==> src/rtl/main_control.sv <==
// Single-cycle MIPS main control decoder with a sticky illegal-opcode flag.
// Optional addi support is compiled in when the macro CONTROL_ADDI_EN is defined.
module main_control (
  input  logic       clk,
  input  logic       rst,
  input  logic [5:0] OpCode,
  output logic       RegDst,
  output logic       ALUSrc,
  output logic       MemToReg,
  output logic       RegWrite,
  output logic       MemRead,
  output logic       MemWrite,
  output logic       Branch,
  output logic       ALUOp1,
  output logic       ALUOp0,
  output logic       IllegalOp
);

  localparam logic [5:0] OP_RTYPE = 6'b000000;
  localparam logic [5:0] OP_LW    = 6'b100011;
  localparam logic [5:0] OP_SW    = 6'b101011;
  localparam logic [5:0] OP_BEQ   = 6'b000100;
`ifdef CONTROL_ADDI_EN
  localparam logic [5:0] OP_ADDI  = 6'b001000;
`endif

  // Bit order: RegDst ALUSrc MemToReg RegWrite MemRead MemWrite Branch ALUOp1 ALUOp0
  logic [8:0] ctrl_d;
  logic       supported_d;
  logic       illegal_q;
  logic       illegal_d;

  // An X/Z opcode matches no case item, so it lands in default and is unsupported.
  always_comb begin
    ctrl_d      = 9'b0;
    supported_d = 1'b1;
    case (OpCode)
      OP_RTYPE: ctrl_d = 9'b100100010;
      OP_LW:    ctrl_d = 9'b011110000;
      OP_SW:    ctrl_d = 9'b010001000;
      OP_BEQ:   ctrl_d = 9'b000000101;
`ifdef CONTROL_ADDI_EN
      OP_ADDI:  ctrl_d = 9'b010100000;
`endif
      default:  supported_d = 1'b0;
    endcase
    if (rst) begin
      ctrl_d = 9'b0;
    end
  end

  assign {RegDst, ALUSrc, MemToReg, RegWrite, MemRead, MemWrite, Branch, ALUOp1, ALUOp0} = ctrl_d;

  assign illegal_d = illegal_q | ~supported_d;

  always_ff @(posedge clk or posedge rst) begin
    if (rst) begin
      illegal_q <= 1'b0;
    end else begin
      illegal_q <= illegal_d;
    end
  end

  assign IllegalOp = illegal_q;

endmodule

==> config.mk <==
export PLATFORM = sky130hd
export DESIGN_NAME = main_control
export DESIGN_NICKNAME = d
export VERILOG_FILES = /design/src/rtl/main_control.sv
export SDC_FILE = /design/constraint.sdc
export NUM_CORES = 1
export LEC_CHECK = 0
export CAP_MARGIN = 20
export CORE_AREA = 5 5 42 44
export DETAILED_ROUTE_END_ITERATION = 8
export DIE_AREA = 0 0 47 49
export MAX_ROUTING_LAYER = met4
export PLACE_DENSITY = 0.45
export SYNTH_ARGS = -nofsm -noshare
export SYNTH_HDL_FRONTEND = slang
export SYNTH_SLANG_ARGS = --single-unit
==> constraint.sdc <==
create_clock -name clk -period 0.8 [get_ports clk]
set_input_delay 0.08 -clock clk [delete_from_list [all_inputs] [get_ports clk]]
set_output_delay 0.08 -clock clk [all_outputs]
set_load 0.01 [all_outputs]
==> flow_summary.ini, run 1 <==
[placed_design]
placedCellCount = 52
pre_cts_slack_ps = -1071
portBuffers = 17
dpl_cell_area_um2 = 370.4
dpl.hpwl_um = 519.6
gp_congestion = 0.7828

[status]
status = complete, but fails checks
violations = negative hold slack, negative setup slack

[global_routing]
antenna_found_initial = 0
grt_pass1_wl_mm = 1.179
track_usage_pct = 6.556
grt_pass1_vias = 268
grt_overflow = 0
grt_max_degree = 5

[layout]
utilization_pct = 30.71
largest_register_ffs = 1
multi_input_area_um2 = 138.9
syn_to_final_growth_pct = 186.7
nets = 51
ff_latch_area_um2 = 25.02
fillers = 154
drive_above_1_share_pct = 87.80
antennaDiodeCount = 0
stdcell_count = 57
design_area_um2 = 430.4

[logic_synthesis]
ys_warn_count = 0
synth.distinct_cells = 14
avgSynthCellArea_um2 = 8.832
synth_nets = 25
synth_common_cells = buf_4, nor2_1
ys_seq_elements = 1
synth_top_area_cell = dfrtp_1
yosys.cell_count.top_type = buf_4
netlist_instances = 17
async_flop_share_pct = 100.0
yosys-top-cells-area = dfrtp_1, buf_4, nor4_4, nor4_2, nor3_2
synth_sequential_area_ratio_pct = 16.67
synth_flop_cell = dfrtp_1
netlist_area_um2 = 150.1
yosysTopAreaCellShare_pct = 16.67
synth_edf_count = 0

[power]
p_int_uw = 102.7
p_switching_uw = 46.90
p_sw_share_pct = 31.35
irDropWorstVdd_mv = 0.1928
leakage_nw = 0.1907
power.clock.fraction_pct = 0
seq_power_share_pct = 34.4
p_per_area_mw_per_mm2 = 347.7
power.total_uw = 149.6
power_frac_comb_pct = 65.6

[detailed_routing]
detail_route.first_pass.iterations = 1
drt_iter0_markers = 0
drcViolationCount = 0
ant_nets = 0
via_count = 221
vias_per_cell = 3.877
wl_um = 696
wl_per_cell_um = 12.21

[setup_path]
critPathArrivalTime_ps = 1070
cp-start-kind = input port
path_max_fanout = 2
cp_cell_sequence = buf_6 -> nand4b_1 -> buf_4 -> nor4_4 -> buf_4 -> o21bai_4 -> buf_6
end_kind = primary output
slowest_delay_ps = 210
slowest_stage = nand4b_1
cp_num_buf_inv = 4
critPathTopFamily = buffers and inverters
path_class = input port to primary output
required_ps = 720

[cts]
clk_latency_ps = 0
holdBufCountCts = 0
path_clk_slew_ps = 0

[floorplanning]
die_w_um = 47
rows = 14
core_region_area_mm2 = 0.001401
start_util_pct = 10.71
dieHeight_um = 49
die_area_mm2 = 0.002303
ioPinCount = 18

[run]
maxCapViolCount = 0

[sta]
slew_headroom_pct = 82.16
fmax_mhz = 868.2
hold_viol = 1
worst_pin_slew_ps = 265.5
maxSlewViolCount = 0
period_needed_ps = 1152
rsz0062_at_grt = yes
setup_slack_ps = -351.8
finalClockSkew_ps = 0
hold_ws_ps = -1.412
setup_violations = 10
fin_crit_sh_pct = 144.0

[worst_hold_path]
worst_hold_path_type = input port to asynchronous set/reset pin
[cell type report]
type | instances | share of cell area [%]
repair buffers | 27 | 55.52
multi-input cells | 11 | 32.27
inverters | 2 | 1.744
well taps | 16 | 4.651
flip-flops and latches | 1 | 5.814
[through the flow]
stage	hold WS, ps	setup TNS [ps]
detailed placement	385.5	-9858
CTS	165.8	-3097
floorplan	-191.3	-293.9
global placement	369.3	-9584
global route	30.73	-2846
finish	-1.412	-2320
[power groups by stage]
stage	clock network [mW]	registers [mW]	logic, mW
4_1_cts	0	0.0515	0.0889
2_1_floorplan	0	0.0515	0.0166
6_report	0	0.0515	0.0981
5_1_grt	0	0.0515	0.107
3_3_place_gp	0	0.0515	0.0859
3_5_place_dp	0	0.0515	0.0875
[path summary, 6_finish.rpt]
path | startpoint | endpoint | slack, ps | cells after the start
setup / recovery | OpCode[2] | RegWrite | -350 | 7
hold / removal | rst | IllegalOp$_DFF_PP0_ | -1 | 2
setup reg to reg | IllegalOp$_DFF_PP0_ | IllegalOp$_DFF_PP0_ | 60 | 1
hold reg to reg | IllegalOp$_DFF_PP0_ | IllegalOp$_DFF_PP0_ | 500 | 1
max in group asynchronous | rst | IllegalOp$_DFF_PP0_ | 700 | 2
min in group clk | OpCode[4] | IllegalOp$_DFF_PP0_ | 440 | 2
[cell usage in the layout, fill, tap and decap left out, drive strengths merged]
master	instances
nor3	1
inv	2
dlygate4sd2	1
nand2	1
clkbuf	2
nor2	2
and3	1
buf	24
nor4	2
o21bai	1
a211o	1
nand4b	1
dfrtp	1
and2	1
[timing repair]
| action | in CTS | in global routing |
|---|---|---|
| endpoints found under the setup margin | 11 | 10 |
| resized for setup | 60 | 23 |
| pin swaps | 7 | 9 |
| cloned | 0 | 0 |
| buffers inserted | 6 | 3 |
| hold endpoints to repair | 0 | 0 |
[metal layers]
metal / routed length, um / up-vias / global-route usage (%)
li1: - / 107 / -
met1: 305 / 96 / 10.26
met5: 0 / - / -
met4: 0 / 0 / 0
met3: 96 / 0 / 0.7380
met2: 294 / 18 / 9.502
[cell families after synthesis]
| logic type | count (synthesis) | share of synthesized area, % |
|---|---|---|
| and+or+nand+nor | 9 | 52.50 |
| buffers and inverters | 5 | 19.99 |
| AOI/OAI and AO/OA | 2 | 10.84 |
| DFF | 1 | 16.66 |
No activity file was read; power rests on OpenSTA's default activity.
==> inputs of run 2 (changes only) <==
--- a/config.mk
+++ b/config.mk
@@ -14,3 +14,4 @@
 export SYNTH_ARGS = -nofsm -noshare
 export SYNTH_HDL_FRONTEND = slang
 export SYNTH_SLANG_ARGS = --single-unit
+export TNS_END_PERCENT = 30
==> flow_summary.ini, run 2 (same netlist as run 1, synthesis figures left out) <==
[layout]
layout_commonest_cell = buf_6
drive_above_1_share_pct = 78.57
antennaDiodeCount = 0
multi_input_area_um2 = 117.6
syn_to_final_growth_pct = 169.2
ff_latch_area_um2 = 25.02
final_cell_mix = buf_6, buf_4, buf_2
largest_register_ffs = 1
fillers = 163
nets = 52

[global_routing]
busiest_layer = met1
grt_pass1_wl_mm = 1.000
track_usage_pct = 5.624
grtUsageMet3_pct = 0.3690
grt_overflow = 0
antenna_found_initial = 0
grt_pass1_vias = 243
gr-usage-met2_pct = 8.145
grt_max_degree = 5
grt_util_met1_pct = 8.972

[setup_path]
ff2ff_path_depth = 1
required_ps = 670
slowest_delay_ps = 280
crit_top_cell = buf_6
path_class = input port to register
cp_cell_sequence = buf_6 -> buf_6 -> nor4_4 -> buf_4 -> inv_2 -> a211o_1
slowest_stage = a211o_1
path_max_fanout = 3
critPathArrivalTime_ps = 980
cp-start-kind = input port
end_kind = register

[detailed_routing]
wl_per_cell_um = 10.78
detail_route.first_pass.iterations = 2
via_count = 223
drcViolationCount = 0
ant_nets = 0
vias_per_cell = 3.845
wl_um = 625
drt_iter0_markers = 1

[sta]
fmax_mhz = 904.4
hold_viol = 0
worst_pin_slew_ps = 243.1
maxSlewViolCount = 0
finalClockSkew_ps = 0
period_needed_ps = 1106
fin_tns_setup_ps = -2188
slew_headroom_pct = 83.67
setup_violations = 10
setup_slack_ps = -305.7
rsz0062_at_grt = yes
fin_crit_sh_pct = 138.2

[floorplanning]
start_util_pct = 10.71
die_area_mm2 = 0.002303
core_region_area_mm2 = 0.001401
ioPinCount = 18
rows = 14
dieHeight_um = 49
die_w_um = 47

[worst_hold_path]
holdPathStages = 2
worst_hold_path_type = input port to register

[placed_design]
portBuffers = 17
gp_congestion = 0.7496
pre_cts_slack_ps = -1080

[cts]
path_clk_slew_ps = 0
clk_latency_ps = 0

[power]
leakage_nw = 0.1872
p_sw_share_pct = 28.60
power_frac_comb_pct = 65.3
p_per_area_mw_per_mm2 = 366.9
p_switching_uw = 42.41
seq_power_share_pct = 34.7
irDropWorstVdd_mv = 0.2769
p_int_uw = 105.9
power.clock.fraction_pct = 0

[run]
maxCapViolCount = 0

[status]
status = complete, but fails checks
violations = negative setup slack
[run 2: worst max-delay path, delay by kind of cell]
family                 cells  cell delay (ps)
AO/OA/AOI/OAI              1              280
buffers and inverters      4              370
AND/OR/NAND/NOR            1              240
[run 2: routing by layer]
metal  up-vias  share of wire (%)  routed length [um]
met5         -                  0                   0
met4         0                  0                   0
met3         0                 12                  73
met2        18                 40                 249
met1        97                 48                 303
li1        108                  -                   -
[run 2: repair_timing]
item                                    CTS  global route
pin swaps                                 8             6
cloned                                    0             0
endpoints found under the hold margin     0             1
resized for setup                        73             7
buffers inserted                          4             1
hold buffers                              0             1
endpoints found under the setup margin   11            10
[run 2: final timing paths]
check                                    start                  end  slack, ps
setup / recovery                     OpCode[1]  IllegalOp$_DFF_PP0_       -310
hold / removal                       OpCode[4]  IllegalOp$_DFF_PP0_        410
setup reg to reg           IllegalOp$_DFF_PP0_  IllegalOp$_DFF_PP0_         90
hold reg to reg            IllegalOp$_DFF_PP0_  IllegalOp$_DFF_PP0_        470
max in group asynchronous                  rst  IllegalOp$_DFF_PP0_        180
min in group asynchronous                  rst  IllegalOp$_DFF_PP0_        530
[run 2: power by group through the flow]
stage | combinational (mW) | clock, mW | sequential [mW]
3_5_place_dp | 0.0867 | 0 | 0.0515
3_3_place_gp | 0.0856 | 0 | 0.0515
5_1_grt | 0.104 | 0 | 0.0515
6_report | 0.0968 | 0 | 0.0515
4_1_cts | 0.0929 | 0 | 0.0515
2_1_floorplan | 0.0159 | 0 | 0.0515
[run 2: stage by stage]
step                      instance area (um2)  power, mW  hold slack [ps]  cells  util, %
after floorplan                         161.4    0.06742           -191.3     17        -
after detailed placement                366.6     0.1382            371.9     52    26.16
final                                   404.1     0.1483            414.3     58    28.84
after CTS                               396.6     0.1444            86.68     56    28.30
after global routing                    404.1     0.1551            436.8     58    28.84
after global placement                  366.6     0.1371            367.1     52    26.16
[run 2: final cells by class]
cell class	count	area share (%)
repair buffers	28	57.89
multi-input cells	11	29.10
flip-flops and latches	1	6.192
well taps	16	4.954
inverters	2	1.858
